--- src/rtl/uart_pkg.sv ---
// Shared UART definitions: FSM state encoding, default clock/baud settings
// and the bit-period formulas used by both uart_tx and uart_rx.
package uart_pkg;

  localparam int unsigned DEFAULT_CLK_FREQUENCY = 27;      // MHz
  localparam int unsigned DEFAULT_BAUD_RATE     = 115200;

  typedef enum logic [2:0] {
    IDLE   = 3'd0,
    START  = 3'd1,
    DATA   = 3'd2,
    PARITY = 3'd3,
    STOP   = 3'd4,
    BREAK  = 3'd5
  } uart_state_t;

  // Clock cycles per serial bit (integer division).
  function automatic int unsigned clk_cycle(input int unsigned freq_mhz,
                                            input int unsigned baud);
    return (freq_mhz * 1000000) / baud;
  endfunction

  function automatic int unsigned half_cycle(input int unsigned freq_mhz,
                                             input int unsigned baud);
    return clk_cycle(freq_mhz, baud) / 2;
  endfunction

endpackage

--- src/rtl/uart_sync.sv ---
// Two-flop synchronizer for the asynchronous serial line.
// Ports: clk, rst (sync, active-high, presets flops to idle-high),
//        d (async input), q (synchronized output).
module uart_sync (
  input  logic clk,
  input  logic rst,
  input  logic d,
  output logic q
);

  logic meta;

  always_ff @(posedge clk) begin
    if (rst) begin
      meta <= 1'b1;
      q    <= 1'b1;
    end else begin
      meta <= d;
      q    <= meta;
    end
  end

endmodule

--- src/rtl/uart_rx.sv ---
// UART receiver: 1 start, 8 data (LSB first), 1 even parity, 1 stop.
// Ports: i_clk, i_rst (sync active-high), i_rx (async line, idle high),
//        data_received (last byte), rx_valid (1-cycle pulse qualifying
//        data_received/parity_err/frame_err), parity_err, frame_err,
//        busy_rx (FSM not idle).
module uart_rx
  import uart_pkg::*;
#(
  parameter int unsigned clk_frequency = DEFAULT_CLK_FREQUENCY,
  parameter int unsigned baud_rate     = DEFAULT_BAUD_RATE
) (
  input  logic       i_clk,
  input  logic       i_rst,
  input  logic       i_rx,
  output logic [7:0] data_received,
  output logic       rx_valid,
  output logic       parity_err,
  output logic       frame_err,
  output logic       busy_rx
);

  localparam int unsigned CLK_CYCLE  = clk_cycle(clk_frequency, baud_rate);
  localparam int unsigned HALF_CYCLE = half_cycle(clk_frequency, baud_rate);
  localparam logic [7:0]  BIT_LAST   = 8'(CLK_CYCLE - 1);
  localparam logic [7:0]  HALF_LAST  = 8'(HALF_CYCLE - 1);

  uart_state_t state, state_next;
  logic        rx_s;
  logic [7:0]  cnt;
  logic [2:0]  bit_index;
  logic [7:0]  shift;
  logic        parity_bad;
  logic        tick;

  uart_sync u_sync (
    .clk (i_clk),
    .rst (i_rst),
    .d   (i_rx),
    .q   (rx_s)
  );

  // Terminal count of the bit-period counter: half a bit in START (to land
  // mid start bit), a full bit afterwards (to land mid every later bit).
  always_comb begin
    tick = 1'b0;
    unique case (state)
      START:              tick = (cnt == HALF_LAST);
      DATA, PARITY, STOP: tick = (cnt == BIT_LAST);
      default:            tick = 1'b0;
    endcase
  end

  always_comb begin
    state_next = state;
    unique case (state)
      IDLE:    if (!rx_s) state_next = START;
      START:   if (tick) state_next = rx_s ? IDLE : DATA;
      DATA:    if (tick && bit_index == 3'd7) state_next = PARITY;
      PARITY:  if (tick) state_next = STOP;
      STOP:    if (tick) state_next = rx_s ? IDLE : BREAK;
      BREAK:   if (rx_s) state_next = IDLE;
      default: state_next = IDLE;
    endcase
  end

  always_ff @(posedge i_clk) begin
    if (i_rst) state <= IDLE;
    else       state <= state_next;
  end

  always_ff @(posedge i_clk) begin
    if (i_rst) begin
      cnt           <= '0;
      bit_index     <= '0;
      shift         <= '0;
      parity_bad    <= 1'b0;
      data_received <= '0;
      rx_valid      <= 1'b0;
      parity_err    <= 1'b0;
      frame_err     <= 1'b0;
    end else begin
      rx_valid <= 1'b0;

      if (state_next != state || tick)
        cnt <= '0;
      else if (state != IDLE && state != BREAK)
        cnt <= cnt + 8'd1;

      unique case (state)
        DATA: if (tick) begin
          shift[bit_index] <= rx_s;
          bit_index        <= bit_index + 3'd1;  // wraps to 0 after bit 7
        end
        PARITY: if (tick) parity_bad <= rx_s ^ (^shift);
        // Outputs register on the stop sample edge, so they and the
        // rx_valid pulse appear in the following cycle.
        STOP: if (tick) begin
          rx_valid      <= 1'b1;
          data_received <= shift;
          parity_err    <= parity_bad;
          frame_err     <= ~rx_s;
        end
        default: ;
      endcase
    end
  end

  assign busy_rx = (state != IDLE);

endmodule

--- config.mk ---
export PLATFORM = sky130hd
export DESIGN_NAME = uart_rx
export DESIGN_NICKNAME = d
export VERILOG_FILES = /design/src/rtl/uart_pkg.sv /design/src/rtl/uart_sync.sv /design/src/rtl/uart_rx.sv
export SDC_FILE = /design/constraint.sdc
export NUM_CORES = 1
export LEC_CHECK = 0
export BUFFER_PORTS_ARGS = -buffer_cell sky130_fd_sc_hd__buf_4
export CORE_MARGIN = 1
export CORE_UTILIZATION = 50
export DETAILED_ROUTE_END_ITERATION = 10
export PLACE_DENSITY_LB_ADDON = 0.15
export SETUP_SLACK_MARGIN = 0.15
export SLEW_MARGIN = 0
export SYNTH_ARGS = -nofsm -noshare
export SYNTH_HDL_FRONTEND = slang
export SYNTH_SLANG_ARGS = --single-unit
--- constraint.sdc ---
create_clock -name i_clk -period 2.1 [get_ports i_clk]
set_clock_uncertainty 0.05 [all_clocks]
set_input_delay 0.105 -clock i_clk [delete_from_list [all_inputs] [get_ports i_clk]]
set_output_delay 0.105 -clock i_clk [all_outputs]
set_load 0.005 [all_outputs]
### Word level (Yosys, flattened, before mapping)

Index checks and enable logic that the tools add are counted.

| operators by class | value |
|---|---|
| add/subtract/negate cells | 2 |
| $lt $le $gt $ge | 2 |
| equality and inequality tests | 10 |
| mux-type cells | 14 |
| bitwise operators | 3 |
| reductions and logical operators | 13 |

Operator list:

| kind | count |
|---|---|
| 3-bit 2-to-1 mux | 7 |
| 3-bit one-hot mux with 6 select lines | 1 |
| 3-bit == test, second input constant | 3 |
| 8-bit by 1-bit adder with 8-bit output, second input constant | 1 |
| 8-bit bitwise mux | 1 |
| 8-bit by 7-bit == test with 1-bit output, second input constant | 1 |
| 8-bit == test, second input constant | 1 |
| 8-bit parity | 1 |
| 3-bit by 2-bit == test with 1-bit output, second input constant | 2 |
| 2-bit AND reduction | 3 |
| 3-bit by 4-bit < comparator with 1-bit output, second input constant | 1 |
| 2-bit OR reduction | 2 |
| 3-bit by 1-bit adder with 3-bit output, second input constant | 1 |
| 1-bit demux with 3-bit select | 1 |
| 3-bit by 1-bit == test with 1-bit output, second input constant | 1 |
| 3-bit by 1-bit greater-or-equal comparator with 1-bit output, second input constant | 1 |
| 1-bit logical AND | 3 |
| 3-bit logical NOT | 1 |
| 3-bit != test | 1 |
| 3-bit != test, second input constant | 1 |
| 3-bit nonzero test | 1 |
| 3-bit OR reduction | 1 |
| 1-bit 2-to-1 mux | 2 |
| 2-bit 2-to-1 mux | 1 |
| other kinds (4) | 5 |

| word-level totals | value |
|---|---|
| register bits after elaboration | 36 |
| bits of input ports | 3 |
| output and inout bits | 12 |
| logic and storage cells | 55 |

### Depth between registers and ports, before layout

| depth | value |
|---|---|
| depth in word-level cells | 9 |
| depth in mapped cells | 6 |
| depth with buffers taken out | 4 |

### Hierarchy

A second synthesis with hierarchy kept.

| second synthesis, totals | value |
|---|---|
| cell total of the unflattened synthesis | 187 |
| area total of the unflattened synthesis | 1,819.2 um^2 |

By module, submodules not included:

| module | instances | cells each | area an instance (um^2) | sequential area each (um^2) |
|---|---|---|---|---|
| uart_rx | 1 | 183 | 1,766.7 | 680.7 |
| uart_sync | 1 | 4 | 52.6 | 40.0 |

### Worst setup path after synthesis

No wires, ideal clock.

| path | value |
|---|---|
| path type | flip-flop to flip-flop |
| start point | register cnt[2] |
| end point | register shift[6] |
| setup time | 0.129 ns |
| arrival | 1.365 ns |
| data required time | 1.921 ns |
| path slack | 0.556 ns |
| stages on the path, launching flop included | 6 |
| path buffers | 1 |
| period minus slack after synthesis | 1.544 ns |
| path through | dfxtp_1 -> and4bb_4 -> and4b_4 -> buf_4 -> nand4b_1 -> mux2i_1 |

| on the way | value |
|---|---|
| longest elaborated chain between the ends | 3 |
| elaborated cells on any way between the ends | 4 |
| those cells by class | eq/ne: 2; mux: 1; reduce/logical: 1 |

Ends and longest elaborated chain:

| element | line | text |
|---|---|---|
| start, declared | uart_rx.sv:29 | `logic [7:0] cnt;` |
| start signal, assigned | uart_rx.sv:87 | `cnt <= cnt + 8'd1;` |
| 8-bit == test / 8-bit by 7-bit == test with 1-bit output (equally long branches) | uart_rx.sv:48, uart_rx.sv:47 |  |
| 1-bit one-hot mux with 2 select lines (*) | uart_rx.sv:46 | `unique case (state)` |
| 2-bit AND reduction (no line) (*) | -- |  |
| end signal, assigned by index | uart_rx.sv:91 | `shift[bit_index] <= rx_s;` |
| end, declared | uart_rx.sv:31 | `logic [7:0] shift;` |

Every way passes the cells marked *; elsewhere a longest branch is shown, timed or not.
A chain may end at the register's enable or synchronous reset.

### Final worst setup path

| path | value |
|---|---|
| start point | register cnt[0] |
| end point | register state[1] |

| on the way | value |
|---|---|
| longest elaborated chain between the ends | 5 |
| elaborated cells on any way between the ends | 9 |
| those cells by class | eq/ne: 2; mux: 6; reduce/logical: 1 |

Ends and longest elaborated chain:

| element | line | text |
|---|---|---|
| 8-bit == test / 8-bit by 7-bit == test with 1-bit output (equally long branches) | uart_rx.sv:48, uart_rx.sv:47 |  |
| 1-bit one-hot mux with 2 select lines (*) | uart_rx.sv:46 |  |
| 1-bit logical AND | uart_rx.sv:58 | `DATA: if (tick && bit_index == 3'd7) state_next = PARITY;` |
| 3-bit 2-to-1 mux | uart_rx.sv:58 |  |
| 3-bit one-hot mux with 6 select lines (*) | uart_rx.sv:55 | `unique case (state)` |
| end signal, assigned | uart_rx.sv:68 | `else state <= state_next;` |
| end, declared | uart_rx.sv:27 | `uart_state_t state, state_next;` |

Marks and branches as above.

==> results.yml <==
clock_network:
  clk_latency_ns: 0.28
  cts_inserted_buffers: 5
  cts_tree: "done"
  postCtsSetupRepairBufs: 0
  clockBufferDepth: 2
  cts_num_sinks: 36
  cts.clk_slew.worst_paths_ns: 0.07
  root_buffer: "clkbuf_8"
  ctsHtreeMaxLevel: 2
hold_path:
  hp-class: "in2reg"
cells_and_area:
  multi_input_area_sq_mm: 0.00107
  final_nets: 203
  antenna_cells: 0
  final_cell_area_sq_mm: 0.00208
  fillCellCount: 294
  area_delta_synth_final_pct: 11.7
  drive_gt1_frac: 0.193
  seq_area_sq_um: 722
detailed_routing:
  final_antenna_net_count: 0
  drc_errors: 0
  first_pass_iters: 4
  routedWlPerCell_um: 14.1
  vias: 1348
  drt_iter0_markers: 98
  wl_um: 3420
  vias_per_cell: 5.55
setup_path:
  worstSetupStartpoint: "cnt[0]$_SDFFE_PP0P_"
  r2r_start: "cnt[0]$_SDFFE_PP0P_"
  cp_slowest_cell: "or4_1"
  r2r-end: "state[1]$_SDFF_PP0_"
  rr_worst_depth: 4
  cp.depth: 4
  critical_path_class: "reg2reg"
  cp-end-kind: "flip-flop"
  required_ns: 2.24
  slowest_delay_ns: 0.50
  cp.arrival_ns: 1.97
  crit_fanout: 9
  cp-endpoint: "state[1]$_SDFF_PP0_"
  crit_chain: "and4b_1, mux2i_1, or4_1, a211oi_1"
  cp-start-kind: "flip-flop"
  rrSetupSlack_ns: 0.27
  critPathTopFamily: "simple AND/OR/NAND/NOR gates"
  cp_num_buf_inv: 0
yosys:
  synth_seq_cells: 36
  synth.most_common_cell: "dfxtp_1"
  synth_edf_count: 0
  synthArstFlopShare: 0
  yosysTopAreaCell: "dfxtp_1"
  synth_cells: 182
  syn-num-nets: 188
  synth_ff_type: "dfxtp_1"
  synth_common_cells: "dfxtp_1, mux2i_1, nor2_1"
  yosysUniqueCellTypes: 48
  yosysTopAreaCellShare: 0.387
  yosysSeqAreaShare: 0.387
  netlist_area_sq_mm: 0.00186
  ys.warnings.count: 0
  synth_area_leaders: "dfxtp_1, mux2i_1, xor2_1, nor2_1, nand2b_1"
  avgSynthCellArea_sq_um: 10.2
die:
  ios: 15
  core_sq_mm: 0.00344
  die_area_sq_mm: 0.00398
  rows: 21
  die_w_um: 63.1
  dieHeight_um: 63.1
  initial_core_util: 0.542
timing:
  setup_viol: 0
  fin_crit_sh: 0.870
  rsz0062_at_grt: "false"
  post-route-min-period_ns: 1.83
  slew_viol_final: 0
  max_freq_ghz: 0.547
  finalSetupTns_ns: 0
  worstMarginPinSlew_ns: 0.426
  finalHoldViolations: 0
  relSlewSlack: 0.715
place:
  place_hpwl_um: 2480
  placement.io_buffers: 14
  place_congestion: 0.821
  placed_area_sq_mm: 0.00199
outcome:
  status: "finished, final reports clean"
job:
  drv_cap: 0
power:
  cellPowerDensity_mw_per_mm2: 576
  irDropWorstVdd_uv: 419
  p_leak_nw: 0.878
global_routing:
  grt_pass1_vias: 1235
  overflow: 0
  grt_max_degree: 33
  grt_pass1_wl_um: 5690
  track_usage: 0.184
  antenna_found_initial: 0
## kinds of logic after synthesis
family / synth area share
compound gates: 0.127
xor+xnor: 0.0819
fa+ha+maj: 0.0201
buf+inv: 0.0396
flops: 0.387
mux: 0.123
simple gates: 0.221
## how the worst min path moves through the flow
| stage | cells past startpoint | start | to |
|---|---|---|---|
| floorplan | 1 | i_rx | u_sync.meta$_SDFF_PP1_ |
| global placement | 2 | i_rx | u_sync.meta$_SDFF_PP1_ |
| detailed placement | 2 | i_rx | u_sync.meta$_SDFF_PP1_ |
| CTS | 2 | i_rst | frame_err$_SDFFE_PP0P_ |
| global route | 2 | i_rst | bit_index[1]$_SDFFE_PP0P_ |
| finish | 2 | i_rst | data_received[1]$_SDFFE_PP0P_ |
## worst register-to-register path, delay by kind of cell (launching register included)
family           cells  cell delay [ns]
AND/OR/NAND/NOR      2             0.89
AO/OA/AOI/OAI        1             0.25
multiplexers         1             0.14
flip-flops           1             0.40
## flip-flops by register name (all words and copies together) (netlist names)
register / cells
data_received: 8
frame_err: 1
rx_valid: 1
parity_bad: 1
bit_index: 3
state: 3
u_sync.meta: 1
cnt: 8
shift: 8
u_sync.q: 1
parity_err: 1
## final cells by class
type | count | area share
inverters | 1 | 0.00180
repair buffers | 20 | 0.0733
multi-input cells | 133 | 0.514
clock inverters | 1 | 0.00240
flip-flops and latches | 36 | 0.347
clock buffers | 6 | 0.0348
well taps | 46 | 0.0276
## metrics by stage
stage / util / setup WS (ns) / hold WS [ns] / std cells / total power [mW]
after floorplan: - / 0.556 / 0.159 / 182 / 0.749
after global placement: 0.579 / 0.348 / 0.240 / 235 / 0.763
after detailed placement: 0.579 / 0.288 / 0.245 / 235 / 0.764
after CTS: 0.605 / 0.264 / 0.121 / 243 / 1.22
after global routing: 0.605 / 0.169 / 0.143 / 243 / 1.25
final: 0.605 / 0.273 / 0.130 / 243 / 1.20
## report_power, final
| group | internal (mW) | switching [mW] |
|---|---|---|
| Clock | 0.225 | 0.224 |
| Combinational | 0.0260 | 0.0318 |
| Sequential | 0.687 | 0.00599 |
| Total | 0.938 | 0.262 |
## layout by cell type, fill, tap and decap left out, types with 4 or more instances in the layout
| cell type | count |
|---|---|
| dfxtp_1 | 35 |
| mux2i_1 | 23 |
| buf_4 | 19 |
| nor2_1 | 18 |
| nand2b_1 | 9 |
| xor2_1 | 8 |
| nand2_1 | 5 |
| a2111oi_1 | 5 |
| xnor2_1 | 5 |
| clkbuf_8 | 5 |
| nand4b_1 | 4 |
## metal layers
| layer | track usage | part of all wire | up-vias |
|---|---|---|---|
| met4 | 0.0436 | 0.0020 | 0 |
| met2 | 0.288 | 0.46 | 22 |
| met1 | 0.243 | 0.50 | 637 |
| met3 | 0.0598 | 0.042 | 2 |
| li1 | - | - | 687 |
| met5 | 0 | 0 | - |
## what timing repair did
action / in CTS / in global routing
resized for setup: 0 / 1
hold endpoints to repair: 1 / 0
endpoints found under the setup margin: 0 / 1
hold buffers: 1 / 0
Note: power is estimated with default switching activity, not from simulation.
